File: src/rtl/rst_sequencer.sv
`default_nettype none
// ============================================================================
// Module      : rst_sequencer
// Description : Reset release sequencer for the Knight's Tour robot. It sits
//               after the reset synchronizer and releases three reset domains
//               in a fixed order once the clock/supply qualifier (lock) has
//               been stable for STABLE_CYCLES:
//                 core -> peripherals (UART/SPI/IR) -> motor PWM
//               with STAGE_GAP cycles between the releases. If lock drops,
//               all three domains are re-asserted together.
// Revision    : 1.0 - initial release
// ----------------------------------------------------------------------------
// Optional feature macro: RST_SEQ_WDOG_EN
//   Defined   : a RUN-state watchdog restarts the sequence when wdog_kick
//               is missing for WDOG_CYCLES cycles, and sets wdog_trip (sticky).
//   Undefined : wdog_kick is ignored and wdog_trip is tied low.
// ----------------------------------------------------------------------------
// Ports
//   clk          in   1  system clock
//   RST_n        in   1  asynchronous active-low reset
//   sync_rst_n   in   1  synchronized active-low reset, sampled on clk
//   lock         in   1  clock/supply stable qualifier, synchronous to clk
//   wdog_kick    in   1  one-cycle watchdog service pulse
//   rst_core_n   out  1  core-domain reset, active-low, registered
//   rst_periph_n out  1  peripheral-domain reset, active-low, registered
//   rst_motor_n  out  1  motor-domain reset, active-low, registered
//   seq_done     out  1  high while the sequence is in RUN
//   restart_cnt  out  4  saturating count of fault-driven restarts
//   wdog_trip    out  1  sticky watchdog-timeout flag
// ============================================================================
module rst_sequencer #(
    parameter int STABLE_CYCLES = 1024,
    parameter int STAGE_GAP     = 16,
    parameter int WDOG_CYCLES   = 1048576
) (
    input  logic       clk,
    input  logic       RST_n,
    input  logic       sync_rst_n,
    input  logic       lock,
    input  logic       wdog_kick,
    output logic       rst_core_n,
    output logic       rst_periph_n,
    output logic       rst_motor_n,
    output logic       seq_done,
    output logic [3:0] restart_cnt,
    output logic       wdog_trip
);

    // The shared stage counter must hold the longer of the two intervals.
    localparam int c_cnt_max = (STABLE_CYCLES > STAGE_GAP) ? STABLE_CYCLES : STAGE_GAP;
    localparam int c_cnt_w   = (c_cnt_max > 1) ? $clog2(c_cnt_max) : 1;
    localparam logic [c_cnt_w-1:0] c_stable_last = c_cnt_w'(STABLE_CYCLES - 1);
    localparam logic [c_cnt_w-1:0] c_gap_last    = c_cnt_w'(STAGE_GAP - 1);

    // The motor release coincides with entry into RUN, so the motor stage has
    // no dwell time of its own: REL_PERIPH hands over directly to RUN.
    typedef enum logic [2:0] {
        HOLD        = 3'd0,
        WAIT_STABLE = 3'd1,
        REL_CORE    = 3'd2,
        REL_PERIPH  = 3'd3,
        RUN         = 3'd4
    } state_t;

    state_t               state_q, state_d;
    logic [c_cnt_w-1:0]   cnt_q, cnt_d;
    logic                 rst_core_n_q, rst_core_n_d;
    logic                 rst_periph_n_q, rst_periph_n_d;
    logic                 rst_motor_n_q, rst_motor_n_d;
    logic                 seq_done_q, seq_done_d;
    logic [3:0]           restart_cnt_q, restart_cnt_d;
    logic                 wdog_fire;
    logic                 fault;

`ifdef RST_SEQ_WDOG_EN
    localparam int c_wdog_w = $clog2(WDOG_CYCLES) + 1;
    localparam logic [c_wdog_w-1:0] c_wdog_last = c_wdog_w'(WDOG_CYCLES - 1);

    logic [c_wdog_w-1:0]  wdog_cnt_q, wdog_cnt_d;
    logic                 wdog_trip_q, wdog_trip_d;

    // A kick on the terminal cycle services the watchdog instead of firing.
    assign wdog_fire = (state_q == RUN) && !wdog_kick && (wdog_cnt_q == c_wdog_last);
`else
    logic [1:0] unused_wdog;

    assign unused_wdog = {wdog_kick, (WDOG_CYCLES > 0)};
    assign wdog_fire   = 1'b0;
`endif

    // Any loss of qualification outside HOLD aborts the sequence, and it
    // takes priority over a stage advance on the same edge.
    assign fault = (state_q != HOLD) && (!lock || wdog_fire);

    always_comb begin
        state_d        = state_q;
        cnt_d          = cnt_q;
        rst_core_n_d   = rst_core_n_q;
        rst_periph_n_d = rst_periph_n_q;
        rst_motor_n_d  = rst_motor_n_q;
        seq_done_d     = seq_done_q;
        restart_cnt_d  = restart_cnt_q;
`ifdef RST_SEQ_WDOG_EN
        wdog_trip_d    = wdog_trip_q;
        wdog_cnt_d     = '0;
`endif

        if (!sync_rst_n) begin
            state_d        = HOLD;
            cnt_d          = '0;
            rst_core_n_d   = 1'b0;
            rst_periph_n_d = 1'b0;
            rst_motor_n_d  = 1'b0;
            seq_done_d     = 1'b0;
            restart_cnt_d  = 4'd0;
`ifdef RST_SEQ_WDOG_EN
            wdog_trip_d    = 1'b0;
`endif
        end else if (fault) begin
            state_d        = HOLD;
            cnt_d          = '0;
            rst_core_n_d   = 1'b0;
            rst_periph_n_d = 1'b0;
            rst_motor_n_d  = 1'b0;
            seq_done_d     = 1'b0;
            // Only restarts that pull an already running core back count.
            if (rst_core_n_q && (restart_cnt_q != 4'hF)) begin
                restart_cnt_d = restart_cnt_q + 4'd1;
            end
`ifdef RST_SEQ_WDOG_EN
            if (wdog_fire) begin
                wdog_trip_d = 1'b1;
            end
`endif
        end else begin
            case (state_q)
                HOLD: begin
                    if (lock) begin
                        state_d = WAIT_STABLE;
                        cnt_d   = '0;
                    end
                end
                WAIT_STABLE: begin
                    if (cnt_q == c_stable_last) begin
                        state_d      = REL_CORE;
                        cnt_d        = '0;
                        rst_core_n_d = 1'b1;
                    end else begin
                        cnt_d = cnt_q + 1'b1;
                    end
                end
                REL_CORE: begin
                    if (cnt_q == c_gap_last) begin
                        state_d        = REL_PERIPH;
                        cnt_d          = '0;
                        rst_periph_n_d = 1'b1;
                    end else begin
                        cnt_d = cnt_q + 1'b1;
                    end
                end
                REL_PERIPH: begin
                    if (cnt_q == c_gap_last) begin
                        state_d       = RUN;
                        cnt_d         = '0;
                        rst_motor_n_d = 1'b1;
                        seq_done_d    = 1'b1;
                    end else begin
                        cnt_d = cnt_q + 1'b1;
                    end
                end
                RUN: begin
`ifdef RST_SEQ_WDOG_EN
                    wdog_cnt_d = wdog_kick ? '0 : (wdog_cnt_q + 1'b1);
`endif
                end
                default: begin
                    state_d        = HOLD;
                    cnt_d          = '0;
                    rst_core_n_d   = 1'b0;
                    rst_periph_n_d = 1'b0;
                    rst_motor_n_d  = 1'b0;
                    seq_done_d     = 1'b0;
                end
            endcase
        end
    end

    always_ff @(posedge clk or negedge RST_n) begin
        if (!RST_n) begin
            state_q        <= HOLD;
            cnt_q          <= '0;
            rst_core_n_q   <= 1'b0;
            rst_periph_n_q <= 1'b0;
            rst_motor_n_q  <= 1'b0;
            seq_done_q     <= 1'b0;
            restart_cnt_q  <= 4'd0;
`ifdef RST_SEQ_WDOG_EN
            wdog_cnt_q     <= '0;
            wdog_trip_q    <= 1'b0;
`endif
        end else begin
            state_q        <= state_d;
            cnt_q          <= cnt_d;
            rst_core_n_q   <= rst_core_n_d;
            rst_periph_n_q <= rst_periph_n_d;
            rst_motor_n_q  <= rst_motor_n_d;
            seq_done_q     <= seq_done_d;
            restart_cnt_q  <= restart_cnt_d;
`ifdef RST_SEQ_WDOG_EN
            wdog_cnt_q     <= wdog_cnt_d;
            wdog_trip_q    <= wdog_trip_d;
`endif
        end
    end

    assign rst_core_n   = rst_core_n_q;
    assign rst_periph_n = rst_periph_n_q;
    assign rst_motor_n  = rst_motor_n_q;
    assign seq_done     = seq_done_q;
    assign restart_cnt  = restart_cnt_q;
`ifdef RST_SEQ_WDOG_EN
    assign wdog_trip    = wdog_trip_q;
`else
    assign wdog_trip    = 1'b0;
`endif

endmodule
`default_nettype wire

File: config.mk
export PLATFORM = sky130hd
export DESIGN_NAME = rst_sequencer
export DESIGN_NICKNAME = d
export VERILOG_FILES = /design/src/rtl/rst_sequencer.sv
export SDC_FILE = /design/constraint.sdc
export NUM_CORES = 1
export LEC_CHECK = 0
export BUFFER_PORTS_ARGS = -buffer_cell sky130_fd_sc_hd__buf_2
export CORE_MARGIN = 3
export CORE_UTILIZATION = 52
export CTS_CLUSTER_SIZE = 25
export DETAILED_ROUTE_END_ITERATION = 7
export PLACE_DENSITY = 0.75
export SLEW_MARGIN = 20
export SYNTH_ARGS = -nofsm -noshare
export SYNTH_HDL_FRONTEND = slang
export SYNTH_SLANG_ARGS = --single-unit
File: constraint.sdc
create_clock -name clk -period 1.69 [get_ports clk]
set_input_delay 0.338 -clock clk [delete_from_list [all_inputs] [get_ports clk]]
set_output_delay 0.338 -clock clk [all_outputs]
set_load 0.02 [all_outputs]
* After elaboration in Yosys (flattened, before gate mapping)
Cells that the tools add are included.
** Storage, ports and cells
- Flip-flop bits (word level) :: 20
- Input bits :: 5
- Output and inout bits :: 9
- Word-level logic and storage cells :: 67
** Operators by class
- Add/sub/neg operators :: 2
- Equal/unequal tests :: 17
- Muxes and demuxes :: 27
- Reductions and logical operators :: 15
** Operators by type and width (count)
- $mux 10 :: 5
- $pmux 10 s4 :: 1
- $ne 4x4->1 const B :: 5
- $mux 3 :: 6
- $pmux 3 s5 :: 1
- $mux 4 :: 3
- $reduce_or 4->1 :: 3
- $add 10x1->10 const B :: 1
- $eq 10x10->1 const B :: 1
- $eq 10x4->1 const B :: 1
- $reduce_and 2->1 :: 5
- $ne 3x2->1 const B :: 3
- $mux 1 :: 8
- $eq 3x2->1 const B :: 2
- $pmux 1 s2 :: 3
- $reduce_and 5->1 :: 1
- $add 4x1->4 const B :: 1
- $ne 2x1->1 const B :: 2
- $eq 3x1->1 const B :: 1
- $eq 3x3->1 const B :: 1
- $logic_not 3->1 :: 1
- $ne 3x3->1 const B :: 1
- $reduce_bool 3->1 :: 1
- $logic_and 1x1->1 :: 2
- 2 further kinds :: 2

* Depth between registers and ports, before layout
Gate-level depths: netlist of the first run.
- Depth in word-level cells :: 5
- Depth in mapped cells :: 6
- Gate-level depth less buffers :: 5

* Worst setup path after synthesis of the first run
Ideal clock, no wire load.
- Path kind :: reg-to-reg
- Start :: register cnt_q[0]
- End :: register cnt_q[5]
- Library setup time :: 0.131 ns
- Data arrival time :: 1.486 ns
- Data required time :: 1.559 ns
- Path slack :: 0.073 ns
- Stages on the path, launching flop included :: 7
- Buffers on the path :: 1
- Clock period less this slack :: 1.617 ns
- Cells stage by stage :: dfrtp_1 -> ha_1 -> nand3_4 -> o311a_1 -> buf_2 -> nor2_2 -> o211ai_1
** Between the ends
- Longest elaborated chain between the ends :: 5
- Elaborated cells on any way between the ends :: 8
- Classes of those cells :: add/sub: 1; eq/ne: 2; mux: 5
** RTL lines
- start, declared :: RTL line 66 : logic [c_cnt_w-1:0] cnt_q, cnt_d;
- start signal, assigned :: RTL line 203 : cnt_q <= cnt_d;
- $add 10x1->10 (tied with other cells) :: RTL line 149, 158, 168
- $mux 10 (on tied branches) :: RTL line 153, 162, 144
- $pmux 10 s4 * :: RTL line 136 : case (state_q)
- $mux 10 * :: RTL line 119 : end else if (fault) begin
- $mux 10 * :: RTL line 108 : if (!sync_rst_n) begin
Mark *: on every way between the ends. The rest lies on a longest branch, timed or not.
A chain may end at the register's enable or synchronous reset.

* Worst setup path after layout of the first run
- Start :: register cnt_q[8]
- End :: register state_q[0]
** Between the ends
- Longest elaborated chain between the ends :: 3
- Elaborated cells on any way between the ends :: 6
- Classes of those cells :: eq/ne: 5; reduce/logical: 1
** RTL lines
- $eq 10x4->1 / $eq 10x10->1 (equally long branches) :: RTL line 153, 162, 144
- $ne 4x4->1 (no line)
- $reduce_and 5->1 (no line) *
- end signal, assigned :: RTL line 202 : state_q <= state_d;
- end, declared :: RTL line 65 : state_t state_q, state_d;
Marks and branches as above.

==> results of run 1 <==
routing by layer:
| metal | wire [µm] | vias up | share of wire (%) | GRT usage [%] |
|---|---|---|---|---|
| li1 | - | 588 | - | - |
| met1 | 1330 | 550 | 45 | 27.1 |
| met2 | 1500 | 35 | 51 | 35.1 |
| met3 | 100 | 4 | 3.4 | 2.09 |
| met4 | 32 | 0 | 1.1 | 5.08 |
| met5 | 0 | - | 0 | 0 |
registers in the layout, indices dropped and copies added (netlist names):
register      cells
cnt_q            10
rst_periph_n      1
rst_core_n        1
state_q           3
seq_done          1
restart_cnt       4
how the worst max path moves through the flow:
stage,startpoint,end,slack (ns),depth (start not counted)
floorplan,cnt_q[0],cnt_q[5],0.07,6
global placement,cnt_q[0],cnt_q[5],0.06,5
detailed placement,cnt_q[0],cnt_q[5],0.03,5
CTS,cnt_q[0],cnt_q[5],0.01,5
global route,cnt_q[8],state_q[2],-0.02,4
finish,cnt_q[8],state_q[0],0.07,4
cell families (layout without fill, tap and decap cells):
| family | count (synthesis) | in the layout |
|---|---|---|
| AO/OA/AOI/OAI | 38 | 38 |
| XOR/XNOR | 2 | 2 |
| adder cells (fa/ha/maj) | 2 | 2 |
| buffers and inverters | 14 | 40 |
| flip-flops | 20 | 20 |
| multiplexers | 1 | 1 |
| other | 1 | 1 |
| AND/OR/NAND/NOR | 68 | 68 |
stage by stage:
step	setup TNS, ns	area [µm²]	setup WS (ns)	util [%]	total power (W)
2_1_floorplan	0	1310	0.0726	-	0.000565
3_3_place_gp	0	1460	0.0556	63.6	0.000608
3_5_place_dp	0	1460	0.0268	63.6	0.000612
4_1_cts	0	1510	0.0123	65.6	0.000888
5_1_grt	-0.0248	1560	-0.0248	68.0	0.000947
6_report	0	1560	0.0730	68.0	0.000898
what timing repair did:
action / CTS / global route
setup buffers: 0 / 3
hold endpoints to repair: 20 / 0
setup endpoints to repair: 0 / 10
hold buffers: 1 / 0
resized for setup: 0 / 6
final cells by class:
type	instances	area (µm²)
clock buffers	4	36.3
repair buffers	30	213
multi-input cells	112	754
flip-flops and latches	20	500
fillers	181	736
well taps	28	35.0
inverters	6	22.5
cell usage in the layout, fill, tap and decap left out, drive strengths merged, types with 4 or more instances in the layout:
cell,netlist,layout
o31a,4,4
buf,4,29
o22ai,4,4
clkbuf,4,4
nand2,17,17
nand3,9,9
nor4,5,5
inv,6,6
o21ai,10,10
dfrtp,20,20
nor2,11,11
a21oi,9,9
nor3,7,7
nor2b,6,6
power by group:
| part | total [W] | leakage [nW] | internal (W) | switching (W) |
|---|---|---|---|---|
| logic | 0.000110 | 0.404 | 0.0000498 | 0.0000604 |
| registers | 0.000509 | 0.277 | 0.000492 | 0.0000169 |
| clock network | 0.000279 | 0.0210 | 0.000131 | 0.000148 |
cell usage after synthesis, types with 2 or more instances:
cell type / n / area, µm²
sky130_fd_sc_hd__nor4_1: 3 / 18.8
sky130_fd_sc_hd__o22ai_1: 4 / 25.0
sky130_fd_sc_hd__nor3_1: 6 / 30.0
sky130_fd_sc_hd__clkbuf_8: 2 / 27.5
sky130_fd_sc_hd__dfrtp_1: 20 / 500
sky130_fd_sc_hd__a21oi_1: 9 / 45.0
sky130_fd_sc_hd__a41oi_1: 2 / 17.5
sky130_fd_sc_hd__o21ai_0: 5 / 25.0
sky130_fd_sc_hd__and3_1: 2 / 12.5
sky130_fd_sc_hd__inv_1: 6 / 22.5
sky130_fd_sc_hd__o31ai_1: 2 / 15.0
sky130_fd_sc_hd__nor2_1: 10 / 37.5
sky130_fd_sc_hd__buf_4: 2 / 15.0
sky130_fd_sc_hd__or3_1: 2 / 12.5
sky130_fd_sc_hd__ha_1: 2 / 25.0
sky130_fd_sc_hd__nand2_1: 17 / 63.8
sky130_fd_sc_hd__clkbuf_1: 2 / 7.51
sky130_fd_sc_hd__nand3_1: 7 / 35.0
sky130_fd_sc_hd__nor2b_1: 6 / 37.5
sky130_fd_sc_hd__o21ai_1: 5 / 25.0
sky130_fd_sc_hd__o31a_1: 3 / 26.3
critical path: cells and delay by family, from the launching register on:
family           cells  cell delay (ns)
flip-flops           1             0.43
AND/OR/NAND/NOR      3             0.83
AO/OA/AOI/OAI        1             0.27
==> implementation parameters, run 1 <==
Parameter                              Value

Status
  Status    finished, final reports clean

Setup path
  Setup CP Type    register to register
  Element type at the critical path end    register
  Sort of element at the start of the critical path    register
  Largest incremental delay on the critical path    0.59 ns
  Launch point of the worst reg-to-reg path    cnt_q[8]
  Worst EP required    1.89 ns
  Worst path slowest cell    sky130_fd_sc_hd__or4_4
  Critical Path AT    1.82 ns
  R2R cell count    4
  Slack of the worst reg-to-reg path    0.07 ns
  Cells along the critical path    or4_4 -> nor3_4 -> nor3_1 -> o31a_1
  Reg-to-reg endpoint    state_q[0]
  Largest fanout of any net on the critical path    4

GRT
  Number of antenna violations at the first check in global routing    0
  Remaining global-route overflow    0
  First-pass GRT wire length    5.29 mm
  Tot GR Track Use    20.3%
  Vias in the first global route    1172
  Pin count of the biggest net entering global routing    21

Flow run
  Number of maximum-capacitance violations    0

Clock tree
  Clock tree from TritonCTS    built
  Largest buffer count on any clock path    2
  Max H-tree Level    1
  Clock input transition at the sequential cells of the worst setup and hold paths    0.12 ns
  Insertion delay to the later sink of the worst-skew pair    0.30 ns
  Number of buffers created by CTS    3
  Total number of clock tree sinks    20
  Master cell of the clock root buffer    sky130_fd_sc_hd__clkbuf_4

Logic synthesis
  Compound-cell area share of the yosys netlist    20.4%
  Count of distinct cell types in the synthesized netlist    50
  Largest family of logic cells by synthesized area    simple AND/OR/NAND/NOR gates
  Post-synthesis share of cell area spent on xor and xnor gates    1.34%
  Fraction of registers with async set or reset after synthesis    100%
  Simple-gate portion of the synthesized area    30.3%
  Register area share after synthesis    38.2%
  Number of enable-type register cells in the synthesized netlist    0
  Synthesized area divided by synthesized cell count    8.98 µm²
  Number of nets in the synthesized netlist    153
  Synth Cell Area    0.00131 mm²
  Cells after Synth    146
  Main synth FF type    sky130_fd_sc_hd__dfrtp_1
  Share of cell area taken by muxes after synthesis    0.763%
  Synthesis warning total    0
  Adder-cell share of the synthesized area    1.91%
  Register bit total from synthesis    20

Power and ir drop
  IR Drop Worst-Case VDD    0.505 mV
  Power density over the cells    575 mW/mm²
  Standby leakage power    0.703 nW

Timing
  Final critical-path share of the clock period    95.7%
  Fin crit period    1.62 ns
  Unrepaired setup endpoints after global routing    yes
  Post-Route Skew    0.00417 ns
  Hold Vio Cnt, Final    0
  Worst hold margin    0.299 ns
  Number of max-slew violations in the final report    0
  Number of setup violations in the final report    0
  Maximum clock rate    0.618 GHz

Route
  Post-route DRC    0
  Number of nets still failing antenna checks after routing    0
  Routed vias/inst    5.89
  Routed via count    1177
  Overall routed net length    2.97 mm
  Total iterations of the first detailed-routing run    4
  Wire per inst    14.8 µm
  First DRT Iteration DRCs    35

Hold path
  Beginning of the worst hold path    lock
  Number of instances on the worst hold path    3
  WHS Endpoint    state_q[2]
  Path class of the lowest-slack min-delay path    input pin to register

Layout
  Post-layout net count    180
  Layout Area Growth over Synthesis    19.1%
  Antenna cells    0
  Fraction of final layout cells sized beyond drive strength 1    27.3%
  Number of non-filler instances in the completed layout    200

Placement
  Cell count after placement    192
  Count of buffers inserted at the top-level ports    11
  Final RePlAce weighted congestion    0.821
  HPWL Detailed    2.22 mm

Floorplanning
  Y dimension of the die    56.2 µm
  Die ar.    0.00316 mm²
  I/O pin total    14
  Die boundary width    56.2 µm
  Core box area    0.00230 mm²
  Total number of placement rows    17
  Initial standard-cell utilization of the core    57.1%
(Power assumes the default switching activity.)
==> inputs of run 2 (changes only) <==
--- a/config.mk
+++ b/config.mk
@@ -6,7 +6,6 @@
 export NUM_CORES = 1
 export LEC_CHECK = 0
 export BUFFER_PORTS_ARGS = -buffer_cell sky130_fd_sc_hd__buf_2
-export CORE_MARGIN = 3
 export CORE_UTILIZATION = 52
 export CTS_CLUSTER_SIZE = 25
 export DETAILED_ROUTE_END_ITERATION = 7
==> run 2 against run 1 <==
  * Via count is 0.85% lower
  * Utilization shrank 3.2 points
  * Setup slack got worse by 0.0054 ns
  * Clock skew increased by 0.0089 ns
  * Sequential power is 1% lower
  * Hold slack worse by 0.018 ns
  * Maximum frequency fell by 0.33%
  * Power is 5.9% lower
  * Flip-flop and latch count unchanged
  * Count of clock-buffer cells in the layout fell by 1
  * Largest power group unchanged
==> implementation parameters, run 2 (synthesized netlist as in run 1, its figures left out) <==
Parameter                              Value

Status
  Status    finished, final reports clean (unchanged)

GRT
  Tot GR Track Use    25.6% (was 20.3%)
  Number of antenna violations at the first check in global routing    0 (unchanged)
  First-pass GRT wire length    5.09 mm (was 5.29 mm)
  Pin count of the biggest net entering global routing    21 (unchanged)
  Remaining global-route overflow    0 (unchanged)
  Vias in the first global route    1110 (was 1172)

Layout
  Most frequent cells in the layout    sky130_fd_sc_hd__dfrtp_1 (20), sky130_fd_sc_hd__nand2_1 (17), sky130_fd_sc_hd__buf_4 (14) (was sky130_fd_sc_hd__dfrtp_1 (20), sky130_fd_sc_hd__nand2_1 (17), sky130_fd_sc_hd__buf_4 (17))
  Most frequent standard cell in the layout excluding fill and tap cells    sky130_fd_sc_hd__dfrtp_1 (unchanged)
  Number of fillers in the final layout    199 (was 181)
  Layout Area Growth over Synthesis    13.5% (was 19.1%)
  Combined area of the multi-input logic cells    737 µm² (was 754 µm²)
  Fraction of final layout cells sized beyond drive strength 1    25.1% (was 27.3%)
  Post-layout net count    176 (was 180)
  Max FFs per register    10 (unchanged)
  Antenna cells    0 (unchanged)
  Storage cell area    500 µm² (unchanged)
  Most flop-heavy register    cnt_q (unchanged)

Route
  Routed vias/inst    5.98 (was 5.89)
  First DRT Iteration DRCs    34 (was 35)
  Wire per inst    15.3 µm (was 14.8 µm)
  Overall routed net length    2.98 mm (was 2.97 mm)
  Number of nets still failing antenna checks after routing    0 (unchanged)
  Routed via count    1167 (was 1177)
  Total iterations of the first detailed-routing run    4 (unchanged)
  Post-route DRC    0 (unchanged)

Power and ir drop
  Standby leakage power    0.665 nW (was 0.703 nW)
  IR Drop Worst-Case VDD    0.527 mV (was 0.505 mV)
  Clock network power share    28.1% (was 31.1%)
  Switch share    26.7% (was 25.1%)
  Final total power    0.000846 W (was 0.000898 W)
  Power density over the cells    568 mW/mm² (was 575 mW/mm²)
  Power spent charging and discharging nets    0.000225 W (about the same)
  Part of the total power dissipated in sequential elements    59.5% (was 56.6%)
  Share of power burned in combinational logic    12.4% (was 12.3%)
  Internal Pwr Total    0.000620 W (was 0.000673 W)

Floorplanning
  Total number of placement rows    17 (unchanged)
  Y dimension of the die    52.2 µm (was 56.2 µm)
  I/O pin total    14 (unchanged)
  Die ar.    0.00273 mm² (was 0.00316 mm²)
  Initial standard-cell utilization of the core    57.1% (unchanged)
  Die boundary width    52.2 µm (was 56.2 µm)
  Core box area    0.00230 mm² (unchanged)

Hold path
  Number of instances on the worst hold path    3 (unchanged)
  Path class of the lowest-slack min-delay path    input pin to register (unchanged)

Setup path
  Element type at the critical path end    register (unchanged)
  Critical Path AT    1.83 ns (was 1.82 ns)
  R2R cell count    4 (unchanged)
  Largest incremental delay on the critical path    0.58 ns (was 0.59 ns)
  Setup CP Type    register to register (unchanged)
  Largest fanout of any net on the critical path    4 (unchanged)
  Worst EP required    1.90 ns (was 1.89 ns)
  Sort of element at the start of the critical path    register (unchanged)
  Worst path slowest cell    sky130_fd_sc_hd__or4_4 (unchanged)
  Cells along the critical path    or4_4 -> nor3_2 -> nor3_1 -> o31a_1 (was or4_4 -> nor3_4 -> nor3_1 -> o31a_1)

Timing
  Fin crit period    1.62 ns (about the same)
  Sum of negative setup slack    0 ns (unchanged)
  Number of setup violations in the final report    0 (unchanged)
  Post-Route Skew    0.0131 ns (was 0.00417 ns)
  Final critical-path share of the clock period    96.0% (was 95.7%)
  Maximum clock rate    0.616 GHz (was 0.618 GHz)
  Hold Vio Cnt, Final    0 (unchanged)
  Unrepaired setup endpoints after global routing    no (was yes)
  Number of max-slew violations in the final report    0 (unchanged)

Clock tree
  Clock tree from TritonCTS    built (unchanged)
  Clock input transition at the sequential cells of the worst setup and hold paths    0.13 ns (was 0.12 ns)
  Largest buffer count on any clock path    2 (unchanged)
  Insertion delay to the later sink of the worst-skew pair    0.31 ns (was 0.30 ns)
  Max H-tree Level    1 (unchanged)
  Total number of clock tree sinks    20 (unchanged)
  Master cell of the clock root buffer    sky130_fd_sc_hd__clkbuf_4 (unchanged)
  Number of buffers created by CTS    3 (unchanged)

Placement
  HPWL Detailed    2.21 mm (was 2.22 mm)
  Count of buffers inserted at the top-level ports    11 (unchanged)
  Final RePlAce weighted congestion    0.837 (was 0.821)

Flow run
  Number of maximum-capacitance violations    0 (unchanged)
## run 2: path summary, 6_finish.rpt
| path | startpoint | endpoint | slack (ns) |
|---|---|---|---|
| worst max-delay path | cnt_q[8] | state_q[0] | 0.07 |
| worst min-delay path | lock | state_q[2] | 0.28 |
| worst max register to register | cnt_q[8] | state_q[0] | 0.07 |
| worst min register to register | rst_periph_n | rst_periph_n | 0.57 |
| max in group asynchronous | RST_n | cnt_q[3] | 0.88 |
| min in group asynchronous | RST_n | state_q[1] | 0.49 |
## run 2: what timing repair did
| action | CTS | global route |
|---|---|---|
| hold buffers | 1 | 0 |
| endpoints found under the setup margin | 2 | 10 |
| resized for setup | 1 | 3 |
| endpoints found under the hold margin | 20 | 0 |
| pin swaps | 1 | 1 |
| buffers inserted | 2 | 0 |
## run 2: cell type report
cell class	count	area share (%)
clock buffers	3	1.51
inverters	6	1.51
multi-input cells	112	49.5
flip-flops and latches	20	33.6
well taps	28	2.35
repair buffers	26	11.4
## run 2: stage by stage
| step | cells | hold WS [ns] | utilization, % | setup slack (ns) | cell area (µm²) |
|---|---|---|---|---|---|
| after floorplan | 146 | 0.0424 | - | 0.0726 | 1310 |
| after global placement | 189 | 0.308 | 62.0 | 0.0611 | 1430 |
| after detailed placement | 189 | 0.313 | 62.0 | 0.00816 | 1430 |
| after CTS | 195 | 0.285 | 64.2 | 0.0169 | 1470 |
| after global routing | 195 | 0.289 | 64.8 | 0.00540 | 1490 |
| final | 195 | 0.281 | 64.8 | 0.0676 | 1490 |
## run 2: metal layers
metal	vias to the layer above	wire, µm	track usage (%)
li1	574	-	-
met1	567	1370	34.4
met2	22	1490	44.0
met3	4	88	3.48
met4	0	35	5.26
met5	-	0	0
## run 2: critical path, delay by kind of cell (launching register included)
family	cells	cell delay, ns
flip-flops	1	0.44
AND/OR/NAND/NOR	3	0.81
AO/OA/AOI/OAI	1	0.28
## run 2: power groups by stage
stage | combinational [W] | clock (W) | sequential [W]
floorplan | 0.0000502 | 0 | 0.000514
global placement | 0.0000959 | 0 | 0.000510
detailed placement | 0.000102 | 0 | 0.000512
CTS | 0.000104 | 0.000239 | 0.000502
global route | 0.000118 | 0.000262 | 0.000505
finish | 0.000105 | 0.000237 | 0.000503
